<file path="src/rtl/spi_tx_pkg.sv">
// Shared types and constants for the SPI edge-frame transmitter.
//   state_t      : transfer FSM states
//   *_DEF        : default frame geometry
//   put_pix()    : places a 2-bit pixel into its slot of the output byte
package spi_tx_pkg;

  typedef enum logic [2:0] {
    IDLE,
    FETCH,
    WAIT,
    FULL,
    DRAIN
  } state_t;

  localparam int unsigned H_ACTIVE_DEF = 640;
  localparam int unsigned V_ACTIVE_DEF = 480;

  localparam int unsigned ADDR_W       = 19;
  localparam int unsigned X_W          = 10;
  localparam int unsigned Y_W          = 9;
  localparam int unsigned PIX_W        = 2;
  localparam int unsigned BYTE_W       = 8;
  localparam int unsigned BIT_CNT_W    = 3;
  localparam int unsigned PIX_PER_BYTE = 4;
  localparam int unsigned PIX_CNT_W    = $clog2(PIX_PER_BYTE);

  // Pixel 0 of a byte occupies bits [7:6], pixel 3 occupies bits [1:0].
  function automatic logic [BYTE_W-1:0] put_pix(input logic [BYTE_W-1:0]    b,
                                                input logic [PIX_CNT_W-1:0] idx,
                                                input logic [PIX_W-1:0]     p);
    logic [BYTE_W-1:0] r;
    r = b;
    case (idx)
      2'd0:    r[7:6] = p;
      2'd1:    r[5:4] = p;
      2'd2:    r[3:2] = p;
      default: r[1:0] = p;
    endcase
    return r;
  endfunction

endpackage

</file>
<file path="src/rtl/sync_edge_detect.sv">
// Multi-flop synchronizer for an asynchronous input with edge pulses.
//   clk, reset : sampling clock, synchronous active-high reset
//   din        : asynchronous input
//   level      : synchronized level
//   rise_c     : one-cycle pulse on a synchronized 0->1 transition
//   fall_c     : one-cycle pulse on a synchronized 1->0 transition
module sync_edge_detect #(
  parameter int unsigned STAGES = 2
) (
  input  logic clk,
  input  logic reset,
  input  logic din,
  output logic level,
  output logic rise_c,
  output logic fall_c
);

  logic [STAGES-1:0] sync_q;
  logic              prev_q;

  // Reset to 0 so a chip select held low through reset does not look like a new frame start.
  always_ff @(posedge clk) begin
    if (reset) begin
      sync_q <= '0;
      prev_q <= 1'b0;
    end else begin
      sync_q <= {sync_q[STAGES-2:0], din};
      prev_q <= sync_q[STAGES-1];
    end
  end

  assign level  = sync_q[STAGES-1];
  assign rise_c = sync_q[STAGES-1] & ~prev_q;
  assign fall_c = ~sync_q[STAGES-1] & prev_q;

endmodule

</file>
<file path="src/rtl/spi_edge_tx.sv">
// SPI mode-0 slave transmitter streaming the stored edge frame to the MCU.
//   mainClk, reset : system clock, synchronous active-high reset
//   spiClk, ncs    : asynchronous SPI clock and chip select from the MCU
//   sdo            : MISO data, MSB first, changes after spiClk falls
//   rdAddr/rdReq   : SPRAM read port, {y,x} address, one-cycle request
//   rdData/rdValid : SPRAM read return, latency of one or more cycles
//   busy           : transfer active or read outstanding
//   frameDone      : pulse when the last pixel of the frame is fetched
//   underrun       : sticky, a byte boundary found no staged byte
module spi_edge_tx
  import spi_tx_pkg::*;
#(
  parameter int unsigned H_ACTIVE    = H_ACTIVE_DEF,
  parameter int unsigned V_ACTIVE    = V_ACTIVE_DEF,
  parameter int unsigned SYNC_STAGES = 2
) (
  input  logic              mainClk,
  input  logic              reset,
  input  logic              spiClk,
  input  logic              ncs,
  output logic              sdo,
  output logic [ADDR_W-1:0] rdAddr,
  output logic              rdReq,
  input  logic [PIX_W-1:0]  rdData,
  input  logic              rdValid,
  output logic              busy,
  output logic              frameDone,
  output logic              underrun
);

  logic sclk_level, sclk_rise, sclk_fall;
  logic ncs_level, ncs_rise, ncs_fall;
  logic sync_unused;

  sync_edge_detect #(.STAGES(SYNC_STAGES)) u_sclk_sync (
    .clk    (mainClk),
    .reset  (reset),
    .din    (spiClk),
    .level  (sclk_level),
    .rise_c (sclk_rise),
    .fall_c (sclk_fall)
  );

  sync_edge_detect #(.STAGES(SYNC_STAGES)) u_ncs_sync (
    .clk    (mainClk),
    .reset  (reset),
    .din    (ncs),
    .level  (ncs_level),
    .rise_c (ncs_rise),
    .fall_c (ncs_fall)
  );

  // Mode 0 only needs the falling edge of the SPI clock.
  assign sync_unused = sclk_level ^ sclk_rise;

  state_t                state, state_d;
  logic [X_W-1:0]        x, x_d;
  logic [Y_W-1:0]        y, y_d;
  logic [BYTE_W-1:0]     stage, stage_d;
  logic [BYTE_W-1:0]     shreg, shreg_d;
  logic [PIX_CNT_W-1:0]  pix_cnt, pix_cnt_d;
  logic [BIT_CNT_W-1:0]  bit_cnt, bit_cnt_d;
  logic                  staged, staged_d;
  logic                  first_loaded, first_loaded_d;
  logic                  frame_end, frame_end_d;
  logic                  sdo_d, rd_req_d, busy_d, frame_done_d, underrun_d;
  logic [ADDR_W-1:0]     rd_addr_d;
  logic                  shift_fall;

  // Shift only inside an active transfer with chip select low.
  assign shift_fall = sclk_fall & ~ncs_level & (state != IDLE);

  // State and datapath registers.
  always_ff @(posedge mainClk) begin
    if (reset) begin
      state        <= IDLE;
      x            <= '0;
      y            <= '0;
      stage        <= '0;
      shreg        <= '0;
      pix_cnt      <= '0;
      bit_cnt      <= '0;
      staged       <= 1'b0;
      first_loaded <= 1'b0;
      frame_end    <= 1'b0;
      sdo          <= 1'b0;
      rdReq        <= 1'b0;
      rdAddr       <= '0;
      busy         <= 1'b0;
      frameDone    <= 1'b0;
      underrun     <= 1'b0;
    end else begin
      state        <= state_d;
      x            <= x_d;
      y            <= y_d;
      stage        <= stage_d;
      shreg        <= shreg_d;
      pix_cnt      <= pix_cnt_d;
      bit_cnt      <= bit_cnt_d;
      staged       <= staged_d;
      first_loaded <= first_loaded_d;
      frame_end    <= frame_end_d;
      sdo          <= sdo_d;
      rdReq        <= rd_req_d;
      rdAddr       <= rd_addr_d;
      busy         <= busy_d;
      frameDone    <= frame_done_d;
      underrun     <= underrun_d;
    end
  end

  // Next-state logic: shifter first, then fetch FSM, then chip-select abort on top.
  always_comb begin
    state_d        = state;
    x_d            = x;
    y_d            = y;
    stage_d        = stage;
    shreg_d        = shreg;
    pix_cnt_d      = pix_cnt;
    bit_cnt_d      = bit_cnt;
    staged_d       = staged;
    first_loaded_d = first_loaded;
    frame_end_d    = frame_end;
    rd_req_d       = 1'b0;
    busy_d         = busy;
    frame_done_d   = 1'b0;
    underrun_d     = underrun;

    // The first byte is loaded as soon as it is staged so bit 7 is ready before the first rise.
    if (staged && !first_loaded) begin
      shreg_d        = stage;
      staged_d       = 1'b0;
      first_loaded_d = 1'b1;
    end else if (shift_fall) begin
      if (bit_cnt == BIT_CNT_W'(BYTE_W - 1)) begin
        bit_cnt_d = '0;
        if (staged) begin
          shreg_d  = stage;
          staged_d = 1'b0;
        end else begin
          // Past the end of the frame the zero padding is expected, not an underrun.
          shreg_d = '0;
          if (!frame_end) begin
            underrun_d = 1'b1;
          end
        end
      end else begin
        shreg_d   = {shreg[BYTE_W-2:0], 1'b0};
        bit_cnt_d = bit_cnt + BIT_CNT_W'(1);
      end
    end

    case (state)
      IDLE: begin
        busy_d = 1'b0;
        if (ncs_fall) begin
          x_d            = '0;
          y_d            = '0;
          staged_d       = 1'b0;
          first_loaded_d = 1'b0;
          frame_end_d    = 1'b0;
          shreg_d        = '0;
          bit_cnt_d      = '0;
          pix_cnt_d      = '0;
          busy_d         = 1'b1;
          state_d        = FETCH;
        end
      end
      FETCH: begin
        rd_req_d = 1'b1;
        state_d  = WAIT;
      end
      WAIT: begin
        if (rdValid) begin
          stage_d   = put_pix(stage, pix_cnt, rdData);
          pix_cnt_d = pix_cnt + PIX_CNT_W'(1);
          if (x == X_W'(H_ACTIVE - 1)) begin
            x_d = '0;
            if (y == Y_W'(V_ACTIVE - 1)) begin
              y_d          = '0;
              frame_done_d = 1'b1;
              frame_end_d  = 1'b1;
            end else begin
              y_d = y + Y_W'(1);
            end
          end else begin
            x_d = x + X_W'(1);
          end
          if (pix_cnt == PIX_CNT_W'(PIX_PER_BYTE - 1)) begin
            staged_d = 1'b1;
            state_d  = FULL;
          end else begin
            state_d = FETCH;
          end
        end
      end
      FULL: begin
        if (!staged && !frame_end) begin
          state_d = FETCH;
        end
      end
      DRAIN: begin
        // Swallow the read that was in flight when the transfer was aborted.
        if (rdValid) begin
          state_d = IDLE;
        end
      end
      default: state_d = IDLE;
    endcase

    if (ncs_rise) begin
      shreg_d        = '0;
      bit_cnt_d      = '0;
      staged_d       = 1'b0;
      first_loaded_d = 1'b0;
      rd_req_d       = 1'b0;
      frame_done_d   = 1'b0;
      state_d        = (state == WAIT && !rdValid) ? DRAIN : IDLE;
    end

    // rdAddr always shows the next pixel to fetch; rdReq qualifies it.
    rd_addr_d = {y_d, x_d};
    sdo_d     = shreg_d[BYTE_W-1] & ~ncs_level;
  end

endmodule

</file>
<file path="config.mk">
export PLATFORM = sky130hd
export DESIGN_NAME = spi_edge_tx
export DESIGN_NICKNAME = d
export VERILOG_FILES = /design/src/rtl/spi_tx_pkg.sv /design/src/rtl/sync_edge_detect.sv /design/src/rtl/spi_edge_tx.sv
export SDC_FILE = /design/constraint.sdc
export NUM_CORES = 1
export LEC_CHECK = 0
export CAP_MARGIN = 15
export CELL_PAD_IN_SITES_DETAIL_PLACEMENT = 2
export CELL_PAD_IN_SITES_GLOBAL_PLACEMENT = 2
export CORE_UTILIZATION = 25
export CTS_CLUSTER_DIAMETER = 100
export DETAILED_ROUTE_END_ITERATION = 6
export PLACE_DENSITY_LB_ADDON = 0.1
export SLEW_MARGIN = 10
export SYNTH_ARGS = -nofsm -noshare
export SYNTH_HDL_FRONTEND = slang
export SYNTH_SLANG_ARGS = --single-unit
</file>
<file path="constraint.sdc">
create_clock -name mainClk -period 4.7 [get_ports mainClk]
set_input_delay 0.47 -clock mainClk [delete_from_list [all_inputs] [get_ports mainClk]]
set_output_delay 0.47 -clock mainClk [all_outputs]
set_load 0.005 [all_outputs]
</file>
Word level (Yosys, flattened, before mapping)
Cells that the tools add are included.
{"block": "op_classes", "addsub": 4, "n_reduce_logical": 22, "muxes": 50, "bitwise": 16, "n_eq_ne": 18}
{"op": "$mux 8", "n": 7}
{"op": "$mux 9", "n": 4}
{"op": "$mux 3", "n": 11}
{"op": "$mux 10", "n": 3}
{"op": "$pmux 10 s2", "n": 1}
{"op": "$pmux 9 s2", "n": 1}
{"op": "$mux 1", "n": 16}
{"op": "$pmux 3 s5", "n": 1}
{"op": "$reduce_and 3->1", "n": 5}
{"op": "$ne 3x3->1 const B", "n": 4}
{"op": "$add 10x1->10 const B", "n": 1}
{"op": "$eq 10x10->1 const B", "n": 1}
{"op": "$not 1->1", "n": 10}
{"op": "$reduce_and 5->1", "n": 2}
{"op": "$add 9x1->9 const B", "n": 1}
{"op": "$eq 9x9->1 const B", "n": 1}
{"op": "$ne 2x2->1 const B", "n": 4}
{"op": "$and 1x1->1", "n": 6}
{"op": "$eq 3x2->1 const B", "n": 2}
{"op": "$eq 3x3->1 const B", "n": 2}
{"op": "$mux 2", "n": 3}
{"op": "$reduce_or 5->1", "n": 1}
{"op": "$eq 2x2->1 const B", "n": 2}
{"op": "$logic_not 1->1", "n": 4}
{"op": "14 further kinds", "n": 17}
{"block": "word_totals", "elab_cells": 134, "out_inout_bits": 24, "reg_bits": 76}

Longest topological paths before layout
{"block": "depth", "ltp_word": 10, "ltp_mapped": 7}

Modules after synthesis
Synthesis repeated with hierarchy kept, for this count alone.
{"block": "unflattened", "cells_unflattened": 325, "hier_area_um2": 2877.8}
{"module": "spi_edge_tx", "area_each_um2": 2695.1, "cells_each": 309, "instances": 1, "seq_area_each_um2": 1021.0}
{"module": "sync_edge_detect", "area_each_um2": 91.3, "cells_each": 8, "instances": 2, "seq_area_each_um2": 60.1}

Worst setup path before layout
OpenSTA, ideal clock, no wires.
{"block": "synth_timing", "path_kind": "register to register", "startpoint": "register u_ncs_sync.sync_q[1]", "endpoint": "register shreg[0]", "arrival_ns": 1.765, "path_stages_with_launch": 8, "slack_ns": 2.864, "setup_time_ns": 0.071, "period_less_slack_ns": 1.836, "cell_sequence": "dfxtp_1 > inv_1 > ha_1 > nor4b_1 > or3_1 > buf_2 > a211oi_2 > o2bb2ai_1"}
{"block": "synth_between", "word_cells_on_any_way": 10}
{"item": "start: declaration", "line_no": "sync_edge_detect.sv:18", "rtl": "logic [STAGES-1:0] sync_q;"}
{"item": "start signal: assignment", "line_no": "sync_edge_detect.sv:27", "rtl": "sync_q <= {sync_q[STAGES-2:0], din};"}
{"item": "$not 1->1", "line_no": "sync_edge_detect.sv:34", "rtl": "assign fall_c = ~sync_q[STAGES-1] & prev_q;"}
{"item": "$and 1x1->1", "line_no": "sync_edge_detect.sv:34"}
{"item": "named net ncs_fall", "line_no": "spi_edge_tx.sv:32", "rtl": "logic ncs_level, ncs_rise, ncs_fall;"}
{"item": "$mux 8", "line_no": "spi_edge_tx.sv:156", "rtl": "if (ncs_fall) begin"}
{"item": "$mux 8", "line_no": "spi_edge_tx.sv:153", "rtl": "case (state)"}
{"item": "end signal: assignment", "line_no": "spi_edge_tx.sv:97", "rtl": "shreg <= shreg_d;"}
{"item": "end: declaration", "line_no": "spi_edge_tx.sv:60", "rtl": "logic [BYTE_W-1:0] shreg, shreg_d;"}
The timed path passes the listed nets, and every way through them passes these cells.
A chain may end at the register's enable or synchronous reset.

==> results.cfg <==
[logic_synthesis]
ys_seq_elements = 57
synthMostInstantiatedCell = dfxtp_1
synth_nets = 352
async_flop_share_pct = 0
yosysUniqueCellTypes = 51
syn-instance-count = 333
yosysTopAreaCellShare_pct = 40.3
synth_edf_count = 0
synth_area_um2 = 2830
ys_top_cells_by_area = dfxtp_1, a21oi_1, ha_1
syn_avg_cell_area_um2 = 8.50
yosys.area.top_type = dfxtp_1
netlist_top_cells_count = dfxtp_1, nand2_1, a21oi_1
ys.flop_type = dfxtp_1
yosysWarnings = 0
ys_seq_area_share_pct = 40.3

[global_route]
grt_max_degree = 41
grt_pass1_wl_mm = 14.7
grt_usage_pct = 16.3
grt_overflow = 0
grt_pass1_vias = 2785
antenna_found_initial = 0

[clocking]
numCtsBuffers = 9
post-cts-setup-buffers = 0
clk-insertion-delay-late_ns = 0.32
clk_pin_slew_ns = 0.05
ctsHoldBuffers = 0
cts_sinks = 57
cts_tree = yes
root_buffer = clkbuf_16
post_cts_resized = 0
htreeDepth = 3
cts_buffer_depth = 2

[critical_path]
worstPathRequired_ns = 4.94
critical_path_buf_inv_count = 1
worstSetupPathType = input port to register
path_delay_family = simple AND/OR/NAND/NOR gates
crit_chain = clkdlybuf4s50_1, and2_1, nand3_1, or4_1, a31oi_1
critPathSlowestCell = clkdlybuf4s50_1
start_kind = input port
arrival_ns = 2.53
critPathMaxFanout = 15
setup.worst_path.end_class = register
critPathMaxStageDelay_ns = 0.80

[timing]
hold_ws_ns = 0.432
setup_viol = 0
hold_viol = 0
tightest_slew_ns = 0.951
fmax_mhz = 437
rsz0062_at_grt = no
min_period_ns = 2.29
relSlewSlack_pct = 36.1
drv_slew = 0
fin_worst_skew_ns = 0.00880
fin_crit_sh_pct = 48.7
tns_ns = 0

[die]
floorplan.rows = 38
pin_count = 31
die_h_um = 108
start_util_pct = 25.9
die-area_um2 = 11800
core-area_um2 = 10900
die_w_um = 108

[route]
vias_per_cell = 5.20
top_layer = met4
wire_per_inst_um = 17.1
drc = 0
drt_wl_total_mm = 8.63
route.vias.total = 2621
drtIter0Drc = 58
wl_met1_mm = 4.10
wl_met3_um = 177
ant_nets = 0
first_pass_iters = 4
wl_met2_mm = 4.25

[place]
gp_congestion = 0.750
numPortBuffers = 30
placed_cells = 488
hpwl_mm = 6.22

[power_and_ir_drop]
ir_worst_vdd_uv = 178
power.total_w = 0.00123
power_leakage_nw = 1.17
power_density_nw_per_um2 = 348

[run]
max_cap_violations = 0

[layout]
antennaDiodeCount = 0
drive_above_1_share_pct = 7.69
area_delta_synth_final_pct = 25.4
finalNonFillerCells = 504
nNetsFinal = 378
fill_cells = 1276

[worst_hold_path]
worstHoldPathType = register to register

[run_status]
status = finished clean
[stage by stage]
stage                     instance area, um2  utilization [%]  setup slack [ns]
after floorplan                         2830                -              2.86
after global placement                  3240             29.6              2.17
after detailed placement                3240             29.6              2.07
after CTS                               3550             32.5              2.41
after global routing                    3550             32.5              2.26
final                                   3550             32.5              2.41
[power by group]
part / leakage, nW / internal [W] / switching, W / total (W)
sequential: 0.460 / 0.000488 / 0.00000479 / 0.000493
combinational: 0.560 / 0.0000173 / 0.0000340 / 0.0000513
clock: 0.152 / 0.000461 / 0.000230 / 0.000691
total: 1.17 / 0.000966 / 0.000269 / 0.00123
[worst reg2reg max path, stage by stage, from the launching register on]
cell and delay [ns]:
dfxtp_1 0.59, or3b_4 0.55, a311oi_2 0.62, a21oi_1 0.15, o21ai_0 0.19
[worst paths after layout]
kind | from | end | slack [ns] | cells after the start
worst max-delay path | rdValid | register | 2.41 | 5
worst min register to register | u_ncs_sync.sync_q[0] | u_ncs_sync.sync_q[1] | 0.43 | 1
worst min-delay path | u_ncs_sync.sync_q[0] | u_ncs_sync.sync_q[1] | 0.43 | 1
worst max register to register | state[1] | register | 2.52 | 4
[placed cells by master, fill, tap and decap left out, types with 9 or more instances in the layout]
cell,instances
dfxtp_1,57
nand2_1,32
a21oi_1,31
nand3_1,30
clkdlybuf4s50_1,30
nor2_1,20
inv_1,13
o21ai_0,12
ha_1,12
nor3_1,9
clkbuf_16,9
[kinds of logic after synthesis]
family	share of synthesized area (%)
AND/OR/NAND/NOR	29.7
AO/OA/AOI/OAI	18.3
flip-flops	40.3
buffers and inverters	4.68
adder cells (fa/ha/maj)	5.30
multiplexers	1.41
XOR/XNOR	0.309
[layout make-up]
cell class | count | area [um2] | area share [%]
well taps | 140 | 175 | 4.93
clock buffers | 10 | 229 | 6.45
multi-input cells | 246 | 1560 | 43.9
repair buffers | 32 | 315 | 8.88
flip-flops and latches | 57 | 1140 | 32.1
clock inverters | 6 | 82.6 | 2.33
inverters | 13 | 48.8 | 1.37
[routing by layer]
metal | vias up | track usage [%]
met5 | - | 0
met4 | 0 | 4.63
met3 | 9 | 3.25
met2 | 24 | 28.3
met1 | 1308 | 20.2
li1 | 1280 | -
(Power assumes the default switching activity.)
